==> config.mk <==
export PLATFORM = sky130hd
export DESIGN_NAME = node_argmax
export DESIGN_NICKNAME = d
export VERILOG_FILES = /design/src/rtl/node_argmax.sv
export SDC_FILE = /design/constraint.sdc
export NUM_CORES = 1
export LEC_CHECK = 0
export ABC_CLOCK_PERIOD_IN_PS = 2700
export CELL_PAD_IN_SITES_DETAIL_PLACEMENT = 1
export CELL_PAD_IN_SITES_GLOBAL_PLACEMENT = 2
export CORE_AREA = 2 2 77 79
export CTS_CLUSTER_DIAMETER = 50
export DETAILED_ROUTE_END_ITERATION = 8
export DIE_AREA = 0 0 79 81
export HOLD_SLACK_MARGIN = 0.02
export PLACE_DENSITY = 0.76
export SLEW_MARGIN = 30
export SYNTH_ARGS = -nofsm -noshare
export SYNTH_HDL_FRONTEND = slang
export SYNTH_SLANG_ARGS = --single-unit
==> constraint.sdc <==
create_clock -name clk -period 2.7 [get_ports clk]
set_input_delay 0.54 -clock clk [delete_from_list [all_inputs] [get_ports clk]]
set_output_delay 0.54 -clock clk [all_outputs]
set_load 0.02 [all_outputs]
==> src/rtl/node_argmax.sv <==
// node_argmax
//   Collects one unsigned activation per output node, one node per
//   node_valid strobe. A frame is NUM_NODES nodes. The block tracks the
//   running maximum and its node index. At the end of the frame it
//   publishes the winning class.
//
// Ports
//   clk          system clock, all state updates on posedge
//   rst          asynchronous active-high reset
//   clr          synchronous frame abort; drops the partial frame
//   node_valid   node_in carries an activation this cycle
//   node_in      neuron activation (unsigned)
//   busy         a frame is partially collected
//   node_cnt     nodes accepted in the current frame
//   class_idx    index of the max activation of the last completed frame
//   class_val    the max activation value of that frame
//   class_valid  one-cycle pulse when class_idx/class_val update
module node_argmax #(
  parameter int NUM_NODES = 10,
  parameter int DATA_W    = 8,
  parameter int IDX_W     = 4
) (
  input  logic              clk,
  input  logic              rst,
  input  logic              clr,
  input  logic              node_valid,
  input  logic [DATA_W-1:0] node_in,
  output logic              busy,
  output logic [IDX_W-1:0]  node_cnt,
  output logic [IDX_W-1:0]  class_idx,
  output logic [DATA_W-1:0] class_val,
  output logic              class_valid
);

  typedef enum logic {IDLE, COLLECT} state_t;

  localparam logic [IDX_W-1:0] LAST_IDX = IDX_W'(NUM_NODES - 1);

  state_t            state_q, state_d;
  logic [DATA_W-1:0] max_val_q, max_val_d;
  logic [IDX_W-1:0]  max_idx_q, max_idx_d;
  logic [IDX_W-1:0]  cnt_q, cnt_d;
  logic [IDX_W-1:0]  class_idx_q, class_idx_d;
  logic [DATA_W-1:0] class_val_q, class_val_d;
  logic              class_valid_q, class_valid_d;
  logic              take;

  // Strict unsigned compare: on a tie the earlier (lower) index is kept.
  function automatic logic is_new_max(input logic [DATA_W-1:0] cand,
                                      input logic [DATA_W-1:0] cur);
    return cand > cur;
  endfunction

  always_comb begin
    state_d       = state_q;
    max_val_d     = max_val_q;
    max_idx_d     = max_idx_q;
    cnt_d         = cnt_q;
    class_idx_d   = class_idx_q;
    class_val_d   = class_val_q;
    class_valid_d = 1'b0;
    take          = is_new_max(node_in, max_val_q);

    // clr wins over node_valid. The incoming node, and any completion
    // it would cause, is dropped.
    if (clr) begin
      state_d = IDLE;
      cnt_d   = '0;
    end else if (node_valid) begin
      case (state_q)
        IDLE: begin
          max_val_d = node_in;
          max_idx_d = '0;
          cnt_d     = IDX_W'(1);
          state_d   = COLLECT;
        end
        COLLECT: begin
          if (cnt_q == LAST_IDX) begin
            // Final node is compared straight into the result registers.
            class_val_d   = take ? node_in : max_val_q;
            class_idx_d   = take ? cnt_q : max_idx_q;
            class_valid_d = 1'b1;
            cnt_d         = '0;
            state_d       = IDLE;
          end else begin
            if (take) begin
              max_val_d = node_in;
              max_idx_d = cnt_q;
            end
            cnt_d = cnt_q + IDX_W'(1);
          end
        end
        default: state_d = IDLE;
      endcase
    end
  end

  always_ff @(posedge clk or posedge rst) begin
    if (rst) begin
      state_q       <= IDLE;
      max_val_q     <= '0;
      max_idx_q     <= '0;
      cnt_q         <= '0;
      class_idx_q   <= '0;
      class_val_q   <= '0;
      class_valid_q <= 1'b0;
    end else begin
      state_q       <= state_d;
      max_val_q     <= max_val_d;
      max_idx_q     <= max_idx_d;
      cnt_q         <= cnt_d;
      class_idx_q   <= class_idx_d;
      class_val_q   <= class_val_d;
      class_valid_q <= class_valid_d;
    end
  end

  assign busy        = (state_q == COLLECT);
  assign node_cnt    = cnt_q;
  assign class_idx   = class_idx_q;
  assign class_val   = class_val_q;
  assign class_valid = class_valid_q;

endmodule

==> out/metrics.cfg <==
[yosys]
synth.mux.area_fraction_pct = 5.60
synth_edf_count = 0
yosys.area_share.simple_pct = 17.9
synth.most_common_cell = dfrtp_1
yosys-top-cells-count = 30 x dfrtp_1, 25 x nand2_1, 13 x inv_1
synth_top_family_by_area = simple AND/OR/NAND/NOR gates
synth.net_count = 185
synth-xor-area-share_pct = 0
syn-cell-area_um2 = 1610
synth_top_area_share_pct = 46.7
synthCells = 163
synth.area.top_cells = dfrtp_1 47%, ha_1 7.8%, nand2_1 5.8%
synth-compound-area-share_pct = 17.4
ys_seq_area_share_pct = 46.7
synth_fa_ha_area_share_pct = 7.78
yosysWarnings = 0
synth-async-reset-ratio_pct = 100
synth_flop_cell = dfrtp_1
yosysUniqueCellTypes = 32
synth_top_area_cell = dfrtp_1
yosys_register_bits = 30
syn_avg_cell_area_um2 = 9.86

[sta]
timing.fmax_ghz = 0.411
setup_ws_ns = 0.264
fin_worst_skew_ns = 0.00381
relSlewSlack_pct = 73.9
period_needed_ns = 2.44
drv_slew = 0
setup_tns_ns = 0
period_share_pct = 90.2
finalHoldWorstSlack_ns = 0.483
hold_violations = 0
finalSetupViolations = 0
tightest_slew_ns = 0.392
rsz0062_at_grt = false

[power]
ir_drop_mv = 0.156
p_int_uw = 797
leakage_nw = 0.926
p_seq_share_pct = 44.2
p_total_mw = 1.13
sw_frac_of_total_pct = 29.5
clock_power_share_pct = 32.7
pwr-share-comb_pct = 23.1
p_switching_uw = 333
p_per_area_nw_per_um2 = 519

[clock_network]
h-tree-depth = 2
post_cts_resized = 0
cts.path.max_buffers = 2
cts_buffers = 5
clk_pin_slew_worst_paths_ns = 0.06
cts_hold_buf = 0
clkLatencyLatePin_ns = 0.28
cts.sinks = 30
root_buffer = clkbuf_8
cts_tree = built
postCtsSetupBuffers = 0

[setup_path]
critPathKind = primary input to flop
setup.worst_path.start_class = primary input
arrival_ns = 2.60
cp_slowest_cell = clkdlybuf4s50_1
r2r_cells = 8
endpoint_kind = flop
worst-path-stages = 8
path_delay_family = buffers and inverters
crit_chain = clkdlybuf4s50_1 > ha_1 > nor2b_1 > o211ai_1 > and2_1 > a311oi_4 > buf_4 > mux2_2
required_ns = 2.87
cp.buffers_inverters = 2
slowest_delay_ns = 0.45
path_max_fanout = 4

[die]
chipHeight_um = 81
start_util_pct = 28.3
ios = 30
coreArea_um2 = 5680
die_x_um = 79
die-area_um2 = 6400
rows = 28

[layout]
drive_above_1_share_pct = 16.7
diodes = 0
final_nets = 231
fillerInstances = 680
area_delta_synth_final_pct = 35.5

[global_route]
grt_pass1_wl_um = 7170
grt.total_usage_pct = 14.7
antenna_found_initial = 0
grt_pass1_vias = 1543
grt_max_degree = 31
grt_overflow = 0

[routing]
wl_per_cell_um = 15.0
drt-total-wl_um = 4290
drt_iter0_drc = 36
via_per_inst = 5.06
drc = 0
route.antenna.remaining_nets = 0
dr_total_vias = 1442
firstDrtPassIters = 4

[worst_hold_path]
holdPathStages = 2
min_path_type = flop to flop

[run]
drv_cap = 0

[place]
dp_hpwl_um = 3270
pre_cts_slack_ns = -0.0253
port_buffers = 29
gp_congestion = 0.903

[status]
status = finished clean

## cells by family after synthesis
kind of cell    Yosys count
flops                    30
mux                       8
compound gates           36
buf+inv                  19
fa+ha+maj                10
simple gates             60
## layer usage
metal / GRT usage [%] / wire [µm] / vias to the layer above
li1: - / - / 687
met1: 16.5 / 1910 / 722
met2: 26.5 / 2160 / 24
met3: 3.00 / 96 / 9
met4: 7.41 / 112 / 0
met5: 0 / 0 / -
## path summary, 6_finish.rpt
path,from,to,slack (ns)
worst max-delay path,node_in[1],max_val_q[2]$_DFFE_PP0P_,0.26
worst min-delay path,class_idx[2]$_DFFE_PP0P_,class_idx[2]$_DFFE_PP0P_,0.48
worst max register to register,node_cnt[1]$_DFFE_PP0P_,max_val_q[2]$_DFFE_PP0P_,0.47
worst min register to register,class_idx[2]$_DFFE_PP0P_,class_idx[2]$_DFFE_PP0P_,0.48
max in group asynchronous,rst,class_idx[0]$_DFFE_PP0P_,1.77
min in group asynchronous,rst,class_val[3]$_DFFE_PP0P_,0.64
## layout make-up
| cell class | count | area, µm² | area share, % |
|---|---|---|---|
| clock buffer | 7 | 86.3 | 3.96 |
| clock inverter | 1 | 5.00 | 0.230 |
| inverter | 13 | 48.8 | 2.24 |
| multi-input combinational | 114 | 783 | 36.0 |
| sequential | 30 | 751 | 34.5 |
| tap | 75 | 93.8 | 4.31 |
| timing repair buffer | 45 | 410 | 18.8 |
## worst reg2reg max path, cell delays in order (launching register included)
cell	delay, ns
dfrtp_1	0.45
inv_1	0.09
ha_1	0.20
and3b_1	0.21
or3_1	0.43
a21oi_2	0.21
a311oi_4	0.07
buf_4	0.18
mux2_2	0.27
## state kept, by name, indices dropped and copies added, names as in the netlist
name         flops
class_valid      1
node_cnt         4
class_idx        4
max_val_q        8
class_val        8
busy             1
max_idx_q        4
## power groups by stage
stage          registers [mW]  logic (mW)  clock network (mW)
4_1_cts                 0.499       0.264               0.392
3_5_place_dp            0.508       0.262                   0
6_report                0.500       0.261               0.369
3_3_place_gp            0.505       0.253                   0
5_1_grt                 0.503       0.289               0.410
2_1_floorplan           0.503       0.152                   0
## layout by cell type, fill, tap and decap left out
master / synthesis / routed
dfrtp_1: 30 / 30
clkdlybuf4s50_1: 0 / 29
nand2_1: 25 / 25
buf_4: 0 / 16
inv_1: 13 / 13
o211ai_1: 12 / 12
nand4_1: 11 / 11
nor2_1: 10 / 10
ha_1: 10 / 10
mux2_2: 8 / 8
a21oi_1: 6 / 6
clkbuf_8: 0 / 6
a32o_1: 4 / 4
nand3_1: 4 / 4
o21ai_0: 3 / 3
a211o_1: 2 / 2
or3_1: 2 / 2
nor3_1: 2 / 2
and3b_1: 1 / 1
nor3_2: 1 / 1
nor2b_1: 1 / 1
or2_2: 1 / 1
o21a_1: 1 / 1
and2_1: 1 / 1
a21oi_2: 1 / 1
a311o_1: 1 / 1
a311oi_4: 1 / 1
o21ai_1: 1 / 1
nand3b_1: 1 / 1
a31oi_1: 1 / 1
o22ai_1: 1 / 1
o32ai_1: 1 / 1
a32oi_1: 1 / 1
clkinv_2: 0 / 1
clkbuf_1: 4 / 1
## metrics by stage
| step | utilization [%] | instances | area [µm²] |
|---|---|---|---|
| 2_1_floorplan | - | 163 | 1610 |
| 3_5_place_dp | 36.8 | 277 | 2090 |
| 5_1_grt | 38.4 | 285 | 2180 |
| 3_3_place_gp | 36.8 | 277 | 2090 |
| 6_report | 38.4 | 285 | 2180 |
| 4_1_cts | 38.4 | 285 | 2180 |
Note: power is estimated with default switching activity, not from simulation.
